File: config.mk
export PLATFORM = sky130hd
export DESIGN_NAME = clock_pulse_scheduler_flat
export DESIGN_NICKNAME = d
export VERILOG_FILES = /design/src/rtl/clock_pulse_scheduler_pkg.sv /design/src/rtl/clock_pulse_scheduler_if.sv /design/src/rtl/clock_pulse_scheduler_div_core.sv /design/src/rtl/clock_pulse_scheduler.sv /design/src/flat_wrapper.sv
export SDC_FILE = /design/constraint.sdc
export NUM_CORES = 1
export LEC_CHECK = 0
export CAP_MARGIN = 10
export CELL_PAD_IN_SITES_DETAIL_PLACEMENT = 1
export CELL_PAD_IN_SITES_GLOBAL_PLACEMENT = 2
export CORE_ASPECT_RATIO = 1.2
export CORE_MARGIN = 3
export CORE_UTILIZATION = 38
export DETAILED_ROUTE_END_ITERATION = 6
export PLACE_DENSITY = 0.91
export SETUP_SLACK_MARGIN = 0.4
export SKIP_CTS_REPAIR_TIMING = 1
export SYNTH_ARGS = -nofsm -noshare
export SYNTH_HDL_FRONTEND = slang
export SYNTH_SLANG_ARGS = --single-unit
File: constraint.sdc
create_clock -name clk_in -period 6.75 [get_ports clk_in]
set_clock_uncertainty 0.1 [all_clocks]
set_input_delay 2.025 -clock clk_in [delete_from_list [all_inputs] [get_ports clk_in]]
set_output_delay 2.025 -clock clk_in [all_outputs]
set_load 0.01 [all_outputs]
File: src/rtl/clock_pulse_scheduler_pkg.sv
// clock_sched_pkg: scheduler state encoding, default widths and the divisor clamp
package clock_sched_pkg;
  typedef enum logic [1:0] {IDLE, RUN, STOPPING} state_t;
  localparam int DIV_W_DEF = 16;
  localparam int BURST_W_DEF = 16;
  function automatic logic [31:0] clamp_div(input logic [31:0] d);
    return (d == 32'd0) ? 32'd1 : d;
  endfunction
endpackage

File: src/rtl/clock_pulse_scheduler_if.sv
// clock_pulse_scheduler_if: valid/ready configuration port carrying divisor and burst length
interface clock_pulse_scheduler_if
  import clock_sched_pkg::*;
#(
  parameter int DIV_W = DIV_W_DEF,
  parameter int BURST_W = BURST_W_DEF
) ();
  logic cfg_valid;
  logic cfg_ready;
  logic [DIV_W-1:0] cfg_div;
  logic [BURST_W-1:0] cfg_burst;
  modport master (output cfg_valid, cfg_div, cfg_burst, input cfg_ready);
  modport slave (input cfg_valid, cfg_div, cfg_burst, output cfg_ready);
endinterface

File: src/rtl/clock_pulse_scheduler_div_core.sv
// clock_div_core: half-period counter with terminal count and registered clk_out/tick
module clock_div_core #(
  parameter int DIV_W = 16
) (
  input  logic             clk,
  input  logic             rst,
  input  logic             i_clr,
  input  logic             i_en,
  input  logic [DIV_W-1:0] i_div,
  output logic             o_tc,
  output logic             o_clk_out,
  output logic             o_tick
);
  logic [DIV_W-1:0] r_cnt;
  logic r_clk_out, r_tick;
  assign o_tc = r_cnt == i_div - DIV_W'(1);
  assign o_clk_out = r_clk_out;
  assign o_tick = r_tick;
  always_ff @(posedge clk) begin
    if (rst || i_clr) begin
      r_cnt <= '0;
      r_clk_out <= 1'b0;
      r_tick <= 1'b0;
    end else if (i_en) begin
      r_cnt <= o_tc ? '0 : r_cnt + DIV_W'(1);
      r_clk_out <= r_clk_out ^ o_tc;
      r_tick <= o_tc && !r_clk_out;
    end else begin
      r_tick <= 1'b0;
    end
  end
endmodule

File: src/rtl/clock_pulse_scheduler.sv
// clock_pulse_scheduler: start/stop/burst sequencing and live reconfiguration of a clock divider
module clock_pulse_scheduler
  import clock_sched_pkg::*;
#(
  parameter int DIV_W = DIV_W_DEF,
  parameter int DEFAULT_DIV = 2500,
  parameter int BURST_W = BURST_W_DEF
) (
  input  logic clk_in,
  input  logic rst,
  input  logic start,
  input  logic stop,
  clock_pulse_scheduler_if.slave cfg,
  output logic clk_out,
  output logic tick,
  output logic busy,
  output logic done
);
  state_t r_state, w_nxt;
  logic [DIV_W-1:0] r_div, r_sh_div, w_new_div;
  logic [BURST_W-1:0] r_burst, r_sh_burst, r_edges;
  logic r_pend, r_cfg_ready, r_busy, r_done;
  logic w_tc_raw, w_run, w_stop_lo, w_en, w_tc, w_rise, w_fall, w_burst_end;
  logic w_accept, w_apply, w_shadow, w_pend_nxt, w_clr;
  assign w_new_div = DIV_W'(clamp_div(32'(cfg.cfg_div)));
  assign cfg.cfg_ready = r_cfg_ready;
  assign busy = r_busy;
  assign done = r_done;
  always_comb begin
    w_run = r_state == RUN;
    w_stop_lo = w_run && stop && !clk_out;
    w_en = (w_run && !w_stop_lo) || r_state == STOPPING;
    w_clr = r_state == IDLE || w_stop_lo;
    w_tc = w_en && w_tc_raw;
    w_rise = w_tc && !clk_out;
    w_fall = w_tc && clk_out;
    w_burst_end = w_rise && r_burst != '0 && r_edges + BURST_W'(1) == r_burst;
    w_accept = cfg.cfg_valid && r_cfg_ready;
    w_shadow = w_accept && r_state != IDLE;
    w_apply = r_pend && (w_tc || r_state == IDLE);
    w_pend_nxt = w_shadow || (r_pend && !w_apply);
    w_nxt = r_state == IDLE ? ((start && !stop) ? RUN : IDLE) :
            r_state == RUN  ? ((w_stop_lo || (stop && w_fall)) ? IDLE :
                               (stop || w_burst_end) ? STOPPING : RUN) :
            (w_fall ? IDLE : STOPPING);
  end
  // a stop in the high phase waits for the falling TC so clk_out never glitches
  always_ff @(posedge clk_in) begin
    if (rst) begin
      r_state <= IDLE;
      r_div <= DIV_W'(DEFAULT_DIV);
      r_burst <= '0;
      r_sh_div <= '0;
      r_sh_burst <= '0;
      r_edges <= '0;
      r_pend <= 1'b0;
      r_cfg_ready <= 1'b1;
      r_busy <= 1'b0;
      r_done <= 1'b0;
    end else begin
      r_state <= w_nxt;
      r_busy <= w_nxt != IDLE;
      r_done <= w_nxt == IDLE && r_state != IDLE;
      r_edges <= r_state == IDLE ? '0 :
                 (w_rise && (r_burst == '0 || r_edges != r_burst)) ? r_edges + BURST_W'(1) : r_edges;
      r_pend <= w_pend_nxt;
      r_cfg_ready <= !w_pend_nxt;
      if (w_apply) begin
        r_div <= r_sh_div;
        r_burst <= r_sh_burst;
      end
      if (w_accept && r_state == IDLE) begin
        r_div <= w_new_div;
        r_burst <= cfg.cfg_burst;
      end
      if (w_shadow) begin
        r_sh_div <= w_new_div;
        r_sh_burst <= cfg.cfg_burst;
      end
    end
  end
  clock_div_core #(.DIV_W(DIV_W)) u_core (
    .clk(clk_in),
    .rst(rst),
    .i_clr(w_clr),
    .i_en(w_en),
    .i_div(r_div),
    .o_tc(w_tc_raw),
    .o_clk_out(clk_out),
    .o_tick(tick)
  );
endmodule

File: src/flat_wrapper.sv
// flat-port wrapper written by rule: the top's interface ports become plain ports
module clock_pulse_scheduler_flat import clock_sched_pkg::*;
#(
  parameter int DIV_W = DIV_W_DEF,
  parameter int DEFAULT_DIV = 2500,
  parameter int BURST_W = BURST_W_DEF
)
  (clk_in, rst, start, stop, clk_out, tick, busy, done, cfg_cfg_valid, cfg_cfg_div, cfg_cfg_burst, cfg_cfg_ready);
  clock_pulse_scheduler_if #(.DIV_W(DIV_W), .BURST_W(BURST_W)) cfg_i ();
  input  logic clk_in;
  input  logic rst;
  input  logic start;
  input  logic stop;
  output logic clk_out;
  output logic tick;
  output logic busy;
  output logic done;
  input wire logic [$bits(cfg_i.cfg_valid)-1:0] cfg_cfg_valid;
  input wire logic [$bits(cfg_i.cfg_div)-1:0] cfg_cfg_div;
  input wire logic [$bits(cfg_i.cfg_burst)-1:0] cfg_cfg_burst;
  output wire logic [$bits(cfg_i.cfg_ready)-1:0] cfg_cfg_ready;
  assign cfg_i.cfg_valid = cfg_cfg_valid;
  assign cfg_i.cfg_div = cfg_cfg_div;
  assign cfg_i.cfg_burst = cfg_cfg_burst;
  assign cfg_cfg_ready = cfg_i.cfg_ready;
  clock_pulse_scheduler #(.DIV_W(DIV_W), .DEFAULT_DIV(DEFAULT_DIV), .BURST_W(BURST_W)) u_core (.clk_in(clk_in), .rst(rst), .start(start), .stop(stop), .cfg(cfg_i), .clk_out(clk_out), .tick(tick), .busy(busy), .done(done));
endmodule
---- Yosys cells after proc, flatten, opt, wreduce, memory -nomap -nowiden ----
Cells that the tools add are included.
word-level totals
  bits in registers ....................... 104
  bits of input ports ..................... 37
  output and inout port bits .............. 5
  word-level logic and storage cells ...... 76
cells by class
  add/subtract/negate cells ............... 3
  eq/ne operators ......................... 5
  muxes and demuxes ....................... 12
  bitwise logic cells ..................... 2
  reductions and logical operators ........ 41
operators with widths
  operator               number
  $mux 16                6
  $add 16x1->16 const B  2
  $eq 16x16->1           2
  $logic_not 16->1       2
  $logic_and 1x1->1      18
  $ne 16x16->1           1
  $reduce_bool 16->1     1
  $sub 16x1->16 const B  1
  $mux 2                 5
  $logic_or 1x1->1       8
  $reduce_bool 2->1      3
  $logic_not 1->1        5
  $logic_not 2->1        2
  $reduce_or 2->1        2
  $eq 2x1->1 const B     1
  $eq 2x2->1 const B     1
  $mux 1                 1
  $not 1->1              1
  $xor 1x1->1            1

---- Depth between registers and ports, before layout ----
  depth in word-level cells ............... 17
  depth in mapped cells ................... 15

---- Cells and area by module ----
Synthesis repeated with hierarchy kept, for this count alone.
second synthesis, totals
  cell total of the unflattened synthesis .. 688
  area, all modules ....................... 5615.4 um^2
modules (own cells, without submodules)
  module                 instances  cells each  area an instance (um^2)  seq. area each (um^2)
  clock_pulse_scheduler  1          497         4132.7                   1721.7
  clock_div_core         1          191         1482.7                   360.3

---- Worst setup path before layout ----
Ideal clock, no wire load.
  path kind ............................... input -> register
  start ................................... input port stop
  end ..................................... register u_core.r_edges[8]
  arrival ................................. 3.515 ns
  slack ................................... 3.014 ns
  stages .................................. 8
  path through ............................ nor2b_1 nor3_1 or2_2 clkbuf_1 and3_1 clkbuf_1 and3_1 mux2_2
on the way
  longest elaborated chain between the ends .. 8
ends and longest elaborated chain
  element                         RTL line                     source
  start, declared                 flat_wrapper.sv:13           input logic stop;
  $logic_and 1x1->1 (2 in a row)  clock_pulse_scheduler.sv:31  w_stop_lo = w_run && stop && !clk_out;
  $logic_not 1->1                 clock_pulse_scheduler.sv:32  w_en = (w_run && !w_stop_lo) || r_state == STOPPING;
  $logic_and 1x1->1               clock_pulse_scheduler.sv:32
  $logic_or 1x1->1                clock_pulse_scheduler.sv:32
  $logic_and 1x1->1               clock_pulse_scheduler.sv:34  w_tc = w_en && w_tc_raw;
  $logic_and 1x1->1               clock_pulse_scheduler.sv:35  w_rise = w_tc && !clk_out;
  $logic_and 1x1->1               clock_pulse_scheduler.sv:65  (w_rise && (r_burst == '0 || r_edges != r_burst)) ? r_edges + BURST_W'(1) : r_edges;
  end signal, assigned            clock_pulse_scheduler.sv:64  r_edges <= r_state == IDLE ? '0 :
  end, declared                   clock_pulse_scheduler.sv:21  logic [BURST_W-1:0] r_burst, r_sh_burst, r_edges;
Every way passes these cells.
A chain may end at the register's enable or synchronous reset.

---- Worst setup path after layout ----
  start ................................... register u_core.r_div[2]
  end ..................................... register u_core.r_burst[0]
on the way
  longest elaborated chain between the ends .. 6
ends and longest elaborated chain
  element                      RTL line                              source
  start, declared              clock_pulse_scheduler.sv:20           logic [DIV_W-1:0] r_div, r_sh_div, w_new_div;
  start signal, assigned       clock_pulse_scheduler.sv:51           r_div <= DIV_W'(DEFAULT_DIV);
  start signal, assigned       clock_pulse_scheduler.sv:69           r_div <= r_sh_div;
  start signal, assigned       clock_pulse_scheduler.sv:73           r_div <= w_new_div;
  $sub 16x1->16                clock_pulse_scheduler_div_core.sv:16  assign o_tc = r_cnt == i_div - DIV_W'(1);
  $eq 16x16->1                 clock_pulse_scheduler_div_core.sv:16
  $logic_and 1x1->1            clock_pulse_scheduler.sv:34
  $logic_or 1x1->1             clock_pulse_scheduler.sv:40           w_apply = r_pend && (w_tc || r_state == IDLE);
  $logic_and 1x1->1            clock_pulse_scheduler.sv:40
  $reduce_bool 2->1 (no line)  n/a
  end signal, assigned         clock_pulse_scheduler.sv:70           r_burst <= r_sh_burst;
  end signal, assigned         clock_pulse_scheduler.sv:74           r_burst <= cfg.cfg_burst;
  end, declared                clock_pulse_scheduler.sv:21
Every way passes these cells.

==> impl_metrics.csv <==
group,metric,value,unit
status,outcome,"completed",
global_routing,use_met3,2.28,%
detailed_routing,vias,5175,
clock_tree,cts_max_level,3,
finish,drive_gt1_share,4.52,%
floorplan,core_area,0.0145,mm²
placement,place_ws,1.52,ns
clock_tree,clkSlewWorstSetupHoldPaths,0.07,ns
logic_synthesis,synthMuxAreaShare,5.69,%
run,drv_cap,0,
logic_synthesis,synth-xor-area-share,8.98,%
global_routing,grt_pass1_vias,5328,
worst_setup_path,reg2reg_to,"u_core.r_burst[0]",
global_routing,antenna_found_initial,0,
placement,dp_cells,891,
finish,multi_input_area,0.00328,mm²
placement,placement.io_buffers,41,
sta,final.setup.worst_slack,1.90,ns
worst_setup_path,worstPathArrival,4.92,ns
logic_synthesis,synthArstFlopShare,0,%
clock_tree,root_buffer,"clkbuf_16",
placement,hpwl,11600,µm
finish,fillers,1743,
sta,fin_crit_sh,71.9,%
worst_setup_path,cp_data_required_time,6.82,ns
logic_synthesis,synth-compound-area-share,18.3,%
detailed_routing,wl_per_cell,17.5,µm
logic_synthesis,synth.top_cells.by_count,"dfxtp_1 (104), nand2_1 (88), a21oi_1 (72), nor2_1 (48), clkbuf_1 (39)",
logic_synthesis,synth_simple_gate_area_share,24.0,%
detailed_routing,drc,0,
logic_synthesis,synth-warning-count,0,
logic_synthesis,synth_top_area_cell,"dfxtp_1",
power,seqPwrFrac,48.3,%
power,leakagePower,2.24,nW
global_routing,grt_max_degree,71,
power,p_switching,384,µW
global_routing,grt_pass1_wl,26700,µm
clock_tree,clockBufferDepth,2,
detailed_routing,viasPerCell,5.70,
logic_synthesis,synth_top_family_by_area,"simple AND/OR/NAND/NOR gates",
logic_synthesis,yosys.area_share.adder,0.885,%
min_path,whs_endpoint,"u_core.r_sh_burst[7]",
finish,n_antenna_cell,0,
power,p_int,998,µW
sta,finalSetupViolCount,0,
global_routing,grt.met1_usage,24.4,%
min_path,min_from,"u_core.r_sh_burst[7]",
sta,slew_viol_final,0,
power,p_per_area,216,mW/mm²
detailed_routing,wl,15900,µm
power,ir_drop,0.108,mV
clock_tree,cts_made_buffers,9,
floorplan,die_h,140,µm
sta,timing.setup.tns,0,ns
worst_setup_path,worstSetupStartpoint,"u_core.r_div[2]",
power,switching_share,27.8,%
worst_setup_path,worst_setup_path_end_kind,"flop",
logic_synthesis,yosys-top-cells-area,"dfxtp_1 (37%), a21oi_1 (6.4%), nand2_1 (5.8%), mux2i_1 (5.5%), xor2_1 (4.8%)",
floorplan,std_cell_rows,48,
logic_synthesis,synth_ff_type,"dfxtp_1",
detailed_routing,drt_iter0_drc,164,
sta,maxSlewHeadroom,25.1,%
worst_setup_path,r2r_slack,1.90,ns
clock_tree,worstSkewPairLatency,0.35,ns
logic_synthesis,synthesis.nets,739,
sta,hold_viol_final,0,
finish,seqCellArea,0.00208,mm²
finish,syn2layout_area_growth,13.3,%
logic_synthesis,ys_seq_area_share,36.8,%
power,p_comb_share,13.9,%
logic_synthesis,ys_seq_elements,104,
worst_setup_path,crit_path_max_fanout,33,
finish,final_cells,908,
global_routing,overflow,0,
logic_synthesis,synth_edf_count,0,
clock_tree,cts_num_sinks,104,
worst_setup_path,critPathKind,"flop to flop",
floorplan,fp.dieW,117,µm
placement,finalWeightedCongestion,0.925,
finish,fin_nets,744,
detailed_routing,firstDrtPassIters,4,
worst_setup_path,cp-start-kind,"flop",
floorplan,initial_core_util,39.1,%
logic_synthesis,yosysMostFrequentCell,"dfxtp_1",
sta,rsz0062_at_grt,"false",
min_path,hold-path-cell-count,2,
floorplan,die_area,0.0164,mm²
logic_synthesis,synth_cell_types,61,
sta,fmax,206,MHz
worst_setup_path,worstRegToRegCells,8,
worst_setup_path,reg2reg_from,"u_core.r_div[2]",
logic_synthesis,yosys.area.top_type_share,36.8,%
sta,worstMarginPinSlew,1.12,ns
clock_tree,cts_tree,"yes",
floorplan,top_level_ports,42,
min_path,hold_path_class,"flop to flop",
logic_synthesis,syn_inst,698,
logic_synthesis,synth_area_per_cell,8.10,µm²
logic_synthesis,syn_area,0.00566,mm²
detailed_routing,drtAntennaViolNets,0,
sta,hold-worst-slack,0.355,ns
power,clockPowerShare,37.8,%
sta,layout_min_cycle_time,4.85,ns
global_routing,met2_usage,34.6,%
global_routing,track_usage,19.4,%
global_routing,gr-max-usage-layer,"met2",
-- how the worst max path moves through the flow --
stage                              endpoint  slack [ns]
after detailed placement   u_core.r_div[14]        1.52
after global routing      u_core.r_burst[0]        1.48
final                     u_core.r_burst[0]        1.90
after floorplan           u_core.r_edges[8]        3.01
after global placement      u_core.r_div[2]        1.69
after CTS                 u_core.r_burst[0]        1.85
-- metal layers --
layer | routed length, µm | share of wire [%]
met1 | 7150 | 45
met2 | 7930 | 50
met3 | 488 | 3.1
met4 | 282 | 1.8
met5 | 0 | 0
-- power by group through the flow --
stage	Sequential [mW]	Combinational, mW	Clock, mW
after global placement	0.679	0.183	0
after floorplan	0.669	0.140	0
after detailed placement	0.681	0.190	0
after global routing	0.670	0.214	0.562
after CTS	0.666	0.193	0.533
final	0.667	0.192	0.523
-- metrics by stage --
step / utilization [%] / power, mW / cell area [µm²]
3_5_place_dp: 42.1 / 0.871 / 6100
6_report: 44.3 / 1.38 / 6400
4_1_cts: 44.1 / 1.39 / 6390
5_1_grt: 44.3 / 1.45 / 6400
2_1_floorplan: - / 0.808 / 5660
3_3_place_gp: 42.1 / 0.862 / 6100
-- worst max-delay path, cell delays in order (launching register included) --
cell and delay [ns]:
dfxtp_1 0.37, or3_1 0.41, or3_1 0.37, a2111oi_0 0.66, nand4_1 0.21, or4_1 0.70, o22ai_4 0.69, and2_1 0.97
a211oi_1 0.20
-- state kept, by name, summed over array words and instances (netlist names), 2 cells and up --
signal and flops:
u_core.r_burst 16, u_core.r_div 16, u_core.r_edges 16, u_core.r_sh_burst 16, u_core.r_sh_div 16, u_core.r_state 2, u_core.u_core.r_cnt 16
-- cell families after synthesis --
group / Yosys count
muxes: 32
and+or+nand+nor: 272
buffers and inverters: 66
DFF: 104
AOI/OAI and AO/OA: 162
adders and majority gates: 4
xor gates and xnor gates: 58
-- placed cells by master, fill, tap and decap left out, types with 3 or more instances in the layout --
| cell | count |
|---|---|
| o31ai_1 | 3 |
| nor2b_1 | 5 |
| o21ai_0 | 9 |
| a21oi_1 | 72 |
| xnor2_1 | 27 |
| or2_2 | 5 |
| mux2i_1 | 31 |
| nor4_1 | 19 |
| o211ai_1 | 6 |
| nand2b_1 | 5 |
| xor2_1 | 31 |
| buf_4 | 3 |
| clkdlybuf4s50_1 | 40 |
| or4_1 | 9 |
| and3_1 | 12 |
| nand4_1 | 15 |
| nand2_1 | 88 |
| nor3_1 | 22 |
| inv_1 | 15 |
| dfxtp_1 | 104 |
| a22oi_1 | 3 |
| ha_1 | 4 |
| a211oi_1 | 34 |
| and2_1 | 5 |
| nor2_1 | 47 |
| and4_1 | 3 |
| or3_1 | 11 |
| nand3_1 | 15 |
| a31oi_1 | 10 |
| clkbuf_16 | 9 |
-- final cells by class --
class | count | share of cell area, %
well taps | 200 | 3.91
inverters | 15 | 0.879
flip-flops and latches | 104 | 32.5
clock inverters | 4 | 0.567
clock buffers | 12 | 4.00
multi-input cells | 528 | 51.2
repair buffers | 45 | 6.92
Note: power is estimated with default switching activity, not from simulation.
